### config.mk
export PLATFORM = sky130hd
export DESIGN_NAME = pipe_stage_buf_flat
export DESIGN_NICKNAME = d
export VERILOG_FILES = /design/src/rtl/pipe_stage_buf_pkg.sv /design/src/rtl/pipe_stage_buf_if.sv /design/src/rtl/pipe_stage_buf_sat_counter.sv /design/src/rtl/pipe_stage_buf.sv /design/src/flat_wrapper.sv
export SDC_FILE = /design/constraint.sdc
export NUM_CORES = 1
export LEC_CHECK = 0
export CAP_MARGIN = 20
export CORE_ASPECT_RATIO = 1.4
export CORE_MARGIN = 2
export CORE_UTILIZATION = 50
export CTS_CLUSTER_DIAMETER = 40
export DETAILED_ROUTE_END_ITERATION = 10
export PLACE_DENSITY = 0.91
export REMOVE_ABC_BUFFERS = 1
export SLEW_MARGIN = 40
export SYNTH_ARGS = -nofsm -noshare
export SYNTH_HDL_FRONTEND = slang
export SYNTH_SLANG_ARGS = --single-unit
### constraint.sdc
create_clock -name clk -period 1.6 [get_ports clk]
set_input_delay 0.32 -clock clk [delete_from_list [all_inputs] [get_ports clk]]
set_output_delay 0.32 -clock clk [all_outputs]
set_load 0.1 [all_outputs]
### src/rtl/pipe_stage_buf_pkg.sv
// Shared types and constants for the pipeline stage buffer.
// Holds the occupancy state encoding and the payload field indices.
package pipe_pkg;

  // Buffer occupancy: no entries, main valid, main and skid valid.
  typedef enum logic [1:0] {
    EMPTY = 2'd0,
    BUSY  = 2'd1,
    FULL  = 2'd2
  } state_e;

  // Payload lane indices. Field k lives at [k*DATA_W +: DATA_W].
  localparam int F_INSTR = 0;
  localparam int F_PC    = 1;
  localparam int F_PC8   = 2;
  localparam int F_RS    = 3;
  localparam int F_RT    = 4;
  localparam int F_ALU_C = 5;
  localparam int F_EXT   = 6;
  localparam int F_FLAGS = 7;

  // Bit offset of lane k for a given lane width.
  function automatic int field_lsb(input int k, input int data_w);
    return k * data_w;
  endfunction

endpackage

### src/rtl/pipe_stage_buf_if.sv
// One valid/ready/data channel between pipeline stages.
// master drives valid/data, slave drives ready.
interface pipe_stage_buf_if #(
  parameter int DATA_W     = 32,
  parameter int NUM_FIELDS = 8
);
  logic                         valid;
  logic                         ready;
  logic [NUM_FIELDS*DATA_W-1:0] data;

  modport master (output valid, output data, input ready);
  modport slave  (input valid, input data, output ready);
endinterface

### src/rtl/pipe_stage_buf_sat_counter.sv
// Saturating up-counter used for the optional stage statistics.
// Clears on synchronous reset, sticks at all-ones.
module pipe_sat_counter #(
  parameter int CNT_W = 16
) (
  input  logic             clk,
  input  logic             reset,
  input  logic             inc,
  output logic [CNT_W-1:0] cnt_o
);

  logic [CNT_W-1:0] cnt_q;

  // Count qualifying cycles, holding once the maximum is reached.
  always_ff @(posedge clk) begin
    if (reset) begin
      cnt_q <= '0;
    end else if (inc && (cnt_q != {CNT_W{1'b1}})) begin
      cnt_q <= cnt_q + 1'b1;
    end
  end

  assign cnt_o = cnt_q;

endmodule

### src/rtl/pipe_stage_buf.sv
// Generic inter-stage pipeline register with a two-entry skid buffer.
// Full throughput with a registered upstream ready; flush kills all held
// entries. Optional stall/bubble statistics are built when the macro
// PIPE_STAGE_STATS_EN is defined; otherwise those ports do not exist.
//
// state | meaning
// EMPTY | no payload held, out_valid low
// BUSY  | main entry valid, skid free
// FULL  | main and skid valid, upstream ready low
module pipe_stage_buf
  import pipe_pkg::*;
#(
  parameter int DATA_W     = 32,
  parameter int NUM_FIELDS = 8
`ifdef PIPE_STAGE_STATS_EN
  , parameter int CNT_W    = 16
`endif
) (
  input  logic             clk,
  input  logic             reset,
  input  logic             flush,
  pipe_stage_buf_if.slave  up,
  pipe_stage_buf_if.master dn
`ifdef PIPE_STAGE_STATS_EN
  , output logic [CNT_W-1:0] stall_cnt,
  output logic [CNT_W-1:0] bubble_cnt
`endif
);

  localparam int BUS_W = NUM_FIELDS * DATA_W;

  state_e           state_q, state_d;
  logic [BUS_W-1:0] main_q, main_d;
  logic [BUS_W-1:0] skid_q, skid_d;
  logic             in_fire;
  logic             out_fire;
  logic             out_valid;

  // Both handshake flags come straight from the state register.
  assign up.ready  = (state_q != FULL);
  assign out_valid = (state_q != EMPTY);
  assign dn.valid  = out_valid;
  assign dn.data   = main_q;

  // State and both entries; all payload lanes move together.
  always_ff @(posedge clk) begin
    if (reset) begin
      state_q <= EMPTY;
      main_q  <= '0;
      skid_q  <= '0;
    end else begin
      state_q <= state_d;
      main_q  <= main_d;
      skid_q  <= skid_d;
    end
  end

  // Next-state and entry updates; flush overrides any handshake.
  always_comb begin
    state_d  = state_q;
    main_d   = main_q;
    skid_d   = skid_q;
    in_fire  = up.valid && (state_q != FULL);
    out_fire = out_valid && dn.ready;
    if (flush) begin
      state_d = EMPTY;
      main_d  = '0;
      skid_d  = '0;
    end else begin
      case (state_q)
        EMPTY: begin
          if (in_fire) begin
            state_d = BUSY;
            main_d  = up.data;
          end
        end
        BUSY: begin
          if (in_fire && !out_fire) begin
            state_d = FULL;
            skid_d  = up.data;
          end else if (!in_fire && out_fire) begin
            state_d = EMPTY;
          end else if (in_fire && out_fire) begin
            main_d = up.data;
          end
        end
        FULL: begin
          // Older skid payload must reach main before any new input.
          if (out_fire) begin
            state_d = BUSY;
            main_d  = skid_q;
          end
        end
        default: begin
          state_d = EMPTY;
          main_d  = '0;
          skid_d  = '0;
        end
      endcase
    end
  end

`ifdef PIPE_STAGE_STATS_EN
  // Flush deliberately leaves the statistics untouched.
  pipe_sat_counter #(.CNT_W(CNT_W)) u_stall_cnt (
    .clk   (clk),
    .reset (reset),
    .inc   (out_valid && !dn.ready),
    .cnt_o (stall_cnt)
  );

  pipe_sat_counter #(.CNT_W(CNT_W)) u_bubble_cnt (
    .clk   (clk),
    .reset (reset),
    .inc   (!out_valid),
    .cnt_o (bubble_cnt)
  );
`endif

endmodule

### src/flat_wrapper.sv
// flat-port wrapper written by rule: the top's interface ports become plain ports
module pipe_stage_buf_flat import pipe_pkg::*;
#(
  parameter int DATA_W     = 32,
  parameter int NUM_FIELDS = 8

)
  (clk, reset, flush, up_valid, up_data, up_ready, dn_valid, dn_data, dn_ready);
  pipe_stage_buf_if #(.DATA_W(DATA_W), .NUM_FIELDS(NUM_FIELDS)) up_i ();
  pipe_stage_buf_if #(.DATA_W(DATA_W), .NUM_FIELDS(NUM_FIELDS)) dn_i ();
  input  logic clk;
  input  logic reset;
  input  logic flush;
  input wire logic [$bits(up_i.valid)-1:0] up_valid;
  input wire logic [$bits(up_i.data)-1:0] up_data;
  output wire logic [$bits(up_i.ready)-1:0] up_ready;
  output wire logic [$bits(dn_i.valid)-1:0] dn_valid;
  output wire logic [$bits(dn_i.data)-1:0] dn_data;
  input wire logic [$bits(dn_i.ready)-1:0] dn_ready;
  assign up_i.valid = up_valid;
  assign up_i.data = up_data;
  assign up_ready = up_i.ready;
  assign dn_valid = dn_i.valid;
  assign dn_data = dn_i.data;
  assign dn_i.ready = dn_ready;
  pipe_stage_buf #(.DATA_W(DATA_W), .NUM_FIELDS(NUM_FIELDS)) u_core (.clk(clk), .reset(reset), .flush(flush), .up(up_i), .dn(dn_i));
endmodule
==> flow_summary.json <==
{
  "run_status": "finished with violations",
  "violations": "negative setup slack",
  "layout-drive-gt1-share_pct": 28.8,
  "gr-usage-met1_pct": 47.1,
  "slowest_stage": "o21ai_0",
  "grt_use_met2_pct": 67.2,
  "relSlewSlack_pct": 10.4,
  "synthesis.area_um2": 21400,
  "required_ns": 2.12,
  "die-area_um2": 44400,
  "reg2reg_slack_ns": -1.23,
  "powerDensity_nw_per_um2": 994,
  "crit_family": "compound AO/OA/AOI/OAI gates",
  "fin_ws_ns": -1.23,
  "async_reset_ff_share_pct": 0,
  "critical_path_buf_inv_count": 2,
  "slew_violations": 0,
  "viasPerCell": 7.01,
  "synth_cell_types": 30,
  "drt_iter0_drc": 3380,
  "rsz0062_at_grt": "true",
  "die_x_um": 179,
  "power.internal_mw": 23.9,
  "skew_ns": 0.0227,
  "clk_latency_ns": 0.58,
  "grt_use_met3_pct": 20.4,
  "instances_no_fill": 3255,
  "die_h_um": 249,
  "timing.hold.ws_ns": 0.363,
  "cap_violations": 0,
  "clock_sinks": 514,
  "crit_cells": 5,
  "rr_worst_depth": 5,
  "crit_path_start_kind": "flop",
  "clkPwrFrac_pct": 38.8,
  "cts.path.max_buffers": 3,
  "placed_cell_area_um2": 30100,
  "multiInputGateArea_um2": 9910,
  "synth_top_area_cell": "dfxtp_1",
  "antenna_found_initial": 33,
  "cts_tree": "done",
  "setup_viol": 524,
  "end_kind": "flop",
  "rr_endpoint": "u_core.dn.data[237]",
  "final_core_util_pct": 81.7,
  "h-tree-depth": 2,
  "critical_path_class": "flop to flop",
  "dp.cells": 3012,
  "synth_area_leaders": "dfxtp_1 (48%), a22o_1 (10%), o211ai_1 (9.0%)",
  "synth_edf_count": 0,
  "ys_warn_count": 0,
  "grt_overflow": 0,
  "hold_path.class": "primary input to flop",
  "busiest_layer": "met2",
  "grt_max_degree": 77,
  "wl_um": 105000,
  "vias": 22826,
  "place_ws_ns": -0.591,
  "hold_violations": 0,
  "seq_area_frac_synth_pct": 48.2,
  "clkTransAtPathRegs_ns": 0.07,
  "grt_pass1_wl_um": 147000,
  "critPathCapture": "u_core.dn.data[237]",
  "setup_tns_ns": -190.29,
  "switching_share_pct": 30.4,
  "place_congestion": 0.896,
  "syn_avg_cell_area_um2": 10.5,
  "max_stage_delay_ns": 1.07,
  "drc": 0,
  "synthesis.instances": 2043,
  "fin_crit_sh_pct": 177,
  "ant_nets": 0,
  "arrival_ns": 3.35,
  "drt_first_pass_iters": 9,
  "seqPwrFrac_pct": 39.7,
  "cts-root-buf": "clkbuf_16",
  "yosys.cell_count.top_type": "dfxtp_1",
  "io_pins": 519,
  "postLayoutCellArea_um2": 34500,
  "ir_drop_uv": 1240,
  "syn_to_final_growth_pct": 61.4,
  "crit_fanout": 52,
  "core-area_um2": 42200,
  "fillers": 1935,
  "fin_crit_ns": 2.83,
  "pwr-share-comb_pct": 21.6,
  "start_util_pct": 50.6,
  "grt_use_total_pct": 44.0,
  "num_rows": 89,
  "worst_pin_slew_ns": 1.33,
  "wl_per_cell_um": 32.3,
  "max_freq_mhz": 354,
  "worstSetupStartpoint": "u_core.state_q[0]",
  "nNetsFinal": 2910,
  "leakage_nw": 13.8,
  "crit_chain": "buf_16 -> buf_12 -> o21ai_0 -> o211ai_1 -> o21ba_1",
  "p_total_mw": 34.3,
  "yosys.area.top_type_share_pct": 48.2,
  "grt_pass1_vias": 22701,
  "numCtsBuffers": 53,
  "crit-reg2reg-launch": "u_core.state_q[0]",
  "io_buffers": 518,
  "synth_seq_cells": 514,
  "p_sw_mw": 10.4,
  "synth_ff_type": "dfxtp_1",
  "regArea_um2": 10300,
  "yosys-top-cells-count": "dfxtp_1 (514), a22o_1 (256), nor2b_1 (255), o211ai_1 (255), o21ai_0 (249)",
  "dp_hpwl_um": 50500
}
## area by class of cell
cell class              instances  share of cell area (%)
clock inverters                23                   0.936
multi-input cells            1300                    28.7
well taps                     546                    1.98
inverters                       2                  0.0218
clock buffers                  71                    4.36
flip-flops and latches        514                    29.8
repair buffers                778                    34.0
diodes                         21                   0.152
## cells in the final DEF, fill, tap and decap left out, types with 3 or more instances in the layout
cell type | synthesis | routed
nor2_4 | 1 | 3
a22o_1 | 256 | 254
o21ai_0 | 249 | 247
buf_12 | 0 | 321
diode_2 | 0 | 21
clkinv_2 | 0 | 6
buf_8 | 0 | 18
nor2b_1 | 255 | 255
o21ba_1 | 110 | 105
clkdlybuf4s50_1 | 0 | 259
clkbuf_16 | 0 | 65
bufinv_16 | 0 | 6
buf_6 | 41 | 47
o21ba_2 | 145 | 136
clkinvlp_4 | 0 | 3
dfxtp_1 | 514 | 512
buf_4 | 10 | 88
clkbuf_1 | 85 | 8
buf_16 | 0 | 29
bufbuf_16 | 0 | 5
o211ai_1 | 255 | 255
o21ba_4 | 0 | 14
clkbuf_8 | 0 | 9
o21ai_1 | 7 | 8
inv_6 | 0 | 4
## power by group through the flow
stage	registers [mW]	logic, mW	clock network [mW]
3_5_place_dp	13.8	6.40	0
2_1_floorplan	15.9	1.28	0
4_1_cts	13.5	6.83	13.1
6_report	13.6	7.39	13.3
3_3_place_gp	13.8	6.26	0
5_1_grt	13.6	7.54	13.7
## per-layer routing
metal	vias to the layer above	part of all wire, %
li1	8816	-
met1	10882	31
met2	2220	45
met3	880	13
met4	28	10
met5	-	0.22
## worst min path at each step
stage	start	to	slack (ns)	cells past startpoint
final	up_data[178]	u_core.skid_q[178]	0.36	2
after global routing	up_data[251]	u_core.skid_q[251]	0.36	2
after CTS	up_data[206]	u_core.skid_q[206]	0.35	2
after detailed placement	u_core.skid_q[68]	u_core.skid_q[68]	0.46	1
after global placement	u_core.skid_q[16]	u_core.skid_q[16]	0.46	1
after floorplan	dn_ready	u_core.state_q[1]	0.39	1
## repair_timing
action	in CTS	in global routing
setup endpoints to repair	480	524
buffers inserted	51	49
pin swaps	30	56
gates resized for setup	99	100
hold buffers	0	0
cloned	33	15
## logic make-up after synthesis
logic type / count (synthesis) / synth area share [%]
AOI/OAI and AO/OA: 1030 / 37.7
DFF: 514 / 48.2
muxes: 2 / 0.0995
buffers and inverters: 229 / 6.17
and+or+nand+nor: 268 / 7.90
## sequential cells by signal (all words and copies together) (netlist names)
signal	count
u_core.skid_q	256
u_core.state_q	2
u_core.dn.data	256
No activity file was read; power rests on OpenSTA's default activity.
